### src/rtl/serial_full_adder.sv
// ============================================================================
// Module      : serial_full_adder
// Description : Bit-serial adder, one full-adder cell plus carry flop, LSB first.
// Revision    : 1.0 - initial release
// ============================================================================
`default_nettype none

module serial_full_adder #(
    parameter int WIDTH = 8
) (
    input  logic             clk,
    input  logic             rst,
    input  logic             start,
    input  logic [WIDTH-1:0] in1,
    input  logic [WIDTH-1:0] in2,
    input  logic             Cin,
    output logic             busy,
    output logic             done,
    output logic [WIDTH-1:0] Sum,
    output logic             Cout
);

    localparam int                 c_CNT_W = $clog2(WIDTH) + 1;
    localparam logic [c_CNT_W-1:0] c_LAST  = c_CNT_W'(WIDTH - 1);
    localparam logic [c_CNT_W-1:0] c_ONE   = c_CNT_W'(1);

    typedef enum logic [1:0] {
        S_IDLE = 2'd0,
        S_RUN  = 2'd1,
        S_DONE = 2'd2
    } state_t;

    state_t             r_state;
    state_t             w_state_next;
    logic [WIDTH-1:0]   r_a;
    logic [WIDTH-1:0]   r_b;
    logic [WIDTH-1:0]   r_psum;
    logic               r_carry;
    logic [c_CNT_W-1:0] r_cnt;

    logic               w_sum_bit;
    logic               w_carry_next;
    logic [WIDTH-1:0]   w_psum_next;
    logic               w_last;
    logic               w_accept;

    always_comb begin
        w_sum_bit    = r_a[0] ^ r_b[0] ^ r_carry;
        w_carry_next = (r_a[0] & r_b[0]) | (r_a[0] & r_carry) | (r_b[0] & r_carry);
        w_psum_next  = {w_sum_bit, r_psum[WIDTH-1:1]};
        w_last       = (r_cnt == c_LAST);
        w_accept     = start && ((r_state == S_IDLE) || (r_state == S_DONE));
    end

    always_comb begin
        w_state_next = r_state;
        busy         = 1'b0;
        done         = 1'b0;
        case (r_state)
            S_IDLE: begin
                if (start) w_state_next = S_RUN;
            end
            S_RUN: begin
                busy = 1'b1;
                if (w_last) w_state_next = S_DONE;
            end
            S_DONE: begin
                done         = 1'b1;
                w_state_next = start ? S_RUN : S_IDLE;
            end
            default: w_state_next = S_IDLE;
        endcase
    end

    always_ff @(posedge clk) begin
        if (rst) begin
            r_state <= S_IDLE;
            r_a     <= '0;
            r_b     <= '0;
            r_psum  <= '0;
            r_carry <= 1'b0;
            r_cnt   <= '0;
            Sum     <= '0;
            Cout    <= 1'b0;
        end else begin
            r_state <= w_state_next;
            if (w_accept) begin
                r_a     <= in1;
                r_b     <= in2;
                r_carry <= Cin;
                r_psum  <= '0;
                r_cnt   <= '0;
            end else if (r_state == S_RUN) begin
                r_a     <= r_a >> 1;
                r_b     <= r_b >> 1;
                r_carry <= w_carry_next;
                r_psum  <= w_psum_next;
                r_cnt   <= r_cnt + c_ONE;
                // Publish on the final bit so the result is visible in the DONE cycle
                if (w_last) begin
                    Sum  <= w_psum_next;
                    Cout <= w_carry_next;
                end
            end
        end
    end

endmodule

`default_nettype wire

### config.mk
export PLATFORM = sky130hd
export DESIGN_NAME = serial_full_adder
export DESIGN_NICKNAME = d
export VERILOG_FILES = /design/src/rtl/serial_full_adder.sv
export SDC_FILE = /design/constraint.sdc
export NUM_CORES = 1
export LEC_CHECK = 0
export CORE_MARGIN = 3
export CORE_UTILIZATION = 54
export DETAILED_ROUTE_END_ITERATION = 10
export GPL_ROUTABILITY_DRIVEN = 0
export GPL_TIMING_DRIVEN = 0
export HOLD_SLACK_MARGIN = 0.02
export MAX_ROUTING_LAYER = met4
export PLACE_DENSITY = 0.82
export SLEW_MARGIN = 20
export SYNTH_ARGS = -nofsm -noshare
export SYNTH_HDL_FRONTEND = slang
export SYNTH_SLANG_ARGS = --single-unit
export TNS_END_PERCENT = 100
### constraint.sdc
create_clock -name clk -period 3.5 [get_ports clk]
set_input_delay 0.35 -clock clk [delete_from_list [all_inputs] [get_ports clk]]
set_output_delay 0.35 -clock clk [all_outputs]
set_load 0.01 [all_outputs]
==> qor.txt <==
status: finished, final reports clean
mean number of vias per cell: 5.538
PnR worst setup slack: 1.266 ns
Post-synth EDFFs: 0
WS Path Type: reg -> out
top post-synthesis cells by area: dfxtp_1 (50%), nand2_1 (11%), mux2i_1 (6.5%)
CP Launch Point: r_state[0]
Setup TNS: 0 ns
Residual DRC: 0
Num Clock Sinks: 39
FP Rows: 18
period utilisation layout: 0.6382
Place WS: 1.672 ns
final WL: 3429 um
endpoints failing hold: 0
fraction of layout cells with a size suffix above 1: 0.07834
Synth cell types: 27
critical path fanouts, max: 10
initial core utilization: 0.5939
Tot GR Track Use: 0.2313
Post-synth top cells: nand2_1 (44), dfxtp_1 (39), nor3_1 (18), a21oi_1 (14), mux2i_1 (10)
CTS tree: built
CTS Buf Count: 5
Worst-Margin Slew: 0.4530 ns
syn_nets: 202
IO Pins: 31
nets: 238
post-synthesis sequential area ratio: 0.5032
port bufs: 29
synthesized area per cell: 8.619 um^2
Worst slew margin: 0.6980
vias in the first global route: 1360
yosys warns: 0
largest net degree at the start of global routing: 12
worst-skew pair later-pin latency: 0.34 ns
Final setup viols: 0
top cell type by total area after synthesis: dfxtp_1
# Post-CTS Setup Buffers: 0
final core occ: 0.7385
Final Critical Period: 2.234 ns
hold crit path type: in -> reg
ys async rst share: 0
die area: 3552 um^2
GRT Residual Overflow: 0
Core ar.: 2613 um^2
Slew Viols, Final: 0
DR pass1 iterations: 4
Fmax: 447.7 MHz
RSZ-0062 raised after global routing: no
CP max-delay cell: clkdlybuf4s50_1
Placed Instance Area: 1879 um^2
CTS Hold Bufs: 0
clk slew on worst S/H paths: 0.11 ns
power density over the cells: 418.2 nW/um^2
DRT iter0 DRCs: 72
Req. time, crit path: 3.15 ns
ANT cells: 0
Fillers: 208
flops & latches, synth: 39
PostCTS Resize Cnt: 0
initial antenna violation count: 0
WHS: 0.3918 ns
Leakage: 0.6698 nW
CTS max path bufs: 2
# H-tree levels: 2
via count of the routed design: 1368
Final HPWL DP: 2462 um
most frequent cell after synthesis: nand2_1
post-route cell area: 1929 um^2
CP top delay family: buffers and inverters
VDD IR max: 0.4258 mV
Synth top area share: 0.5032
buffers plus inverters on the worst setup path: 3
crit-path cells: nand2b_1 -> clkinv_1 -> buf_2 -> clkdlybuf4s50_1
DR WL/cell: 13.88 um
Die X-Extent: 59.60 um
Vert. Die Dim: 59.60 um
synthesized area: 1551 um^2
crit path DAT: 1.88 ns
ANT nets after route: 0
crit end category: output port
first-pass GRT wire length: 5982 um
worst flop-to-flop path startpoint: r_cnt[0]
Area growth syn-to-layout: 24.35%
MaxCap Viol Count: 0
clk_skew: 0.009874 ns
Largest stage delay, worst path: 0.58 ns
clk root buf: clkbuf_4
cell count after synthesis: 180
worst hold start: rst
ys flop type: dfxtp_1
CP startpoint kind: flip-flop
cell families (layout without fill, tap and decap cells):
family	after synthesis	after routing	share of synthesized area
AO/OA/AOI/OAI	34	34	0.1242
XOR/XNOR	2	2	0.01129
adder cells (fa/ha/maj)	2	2	0.02097
buffers and inverters	15	52	0.05000
flip-flops	39	39	0.5032
multiplexers	10	10	0.06452
AND/OR/NAND/NOR	78	78	0.2258
layout by cell type, fill, tap and decap left out, drive strengths merged:
cell,netlist,final
o22ai,8,8
buf,10,10
nand2b,2,2
dfxtp,39,39
nand2,44,44
clkdlybuf4s50,0,29
and2b,1,1
nor2,4,4
xor2,1,1
nor2b,1,1
a21oi,14,14
fa,1,1
clkbuf,3,10
ha,1,1
inv,1,1
nand3b,2,2
nand3,5,5
a22oi,3,3
or3,1,1
a31oi,4,4
xnor2,1,1
mux2i,10,10
nor3,18,18
clkinv,1,2
o21ai,5,5
state kept, by name (all words and copies together), names as in the netlist:
register and flops:
r_carry 1, r_cnt 4, r_state 2, r_psum 7
r_a 8, Cout 1, Sum 8, r_b 8
cell type report:
type / instances / area (um^2) / share of cell area
buffer: 13 / 70.07 / 0.03632
clock buffer: 7 / 45.04 / 0.02335
clock inverter: 1 / 5.005 / 0.002594
inverter: 2 / 7.507 / 0.003891
multi-input combinational: 126 / 693.2 / 0.3593
sequential: 39 / 780.7 / 0.4047
tap: 30 / 37.54 / 0.01946
timing repair buffer: 29 / 290.3 / 0.1505
final timing paths:
path / endpoint / slack [ns] / depth (start not counted)
max: busy / 1.27 / 4
min: r_b[3] / 0.39 / 2
max reg2reg: Sum[2] / 2.07 / 4
min reg2reg: Cout / 0.46 / 2
through the flow:
stage / std cells / power [mW]
6_report: 247 / 0.8068
5_1_grt: 247 / 0.8484
4_1_cts: 247 / 0.8104
3_5_place_dp: 239 / 0.5975
3_3_place_gp: 239 / 0.5933
2_1_floorplan: 180 / 0.5547
power breakdown:
part	switching, mW	internal [mW]	total (mW)
Clock	0.139	0.0784	0.218
Combinational	0.0604	0.0523	0.113
Sequential	0.0122	0.464	0.476
per-layer routing:
metal / GRT usage / wire, um / part of all wire
met1: 0.2699 / 1446 / 0.42
met2: 0.3713 / 1681 / 0.49
met3: 0.06754 / 227 / 0.066
met4: 0.09494 / 74 / 0.022
met5: - / 0 / 0
worst register-to-register path, delay by kind of cell (launching register included):
family,cells,cell delay [ns]
adders and majority gates,1,0.19
and+or+nand+nor,2,0.55
muxes,1,0.23
DFF,1,0.39
(Power assumes the default switching activity.)
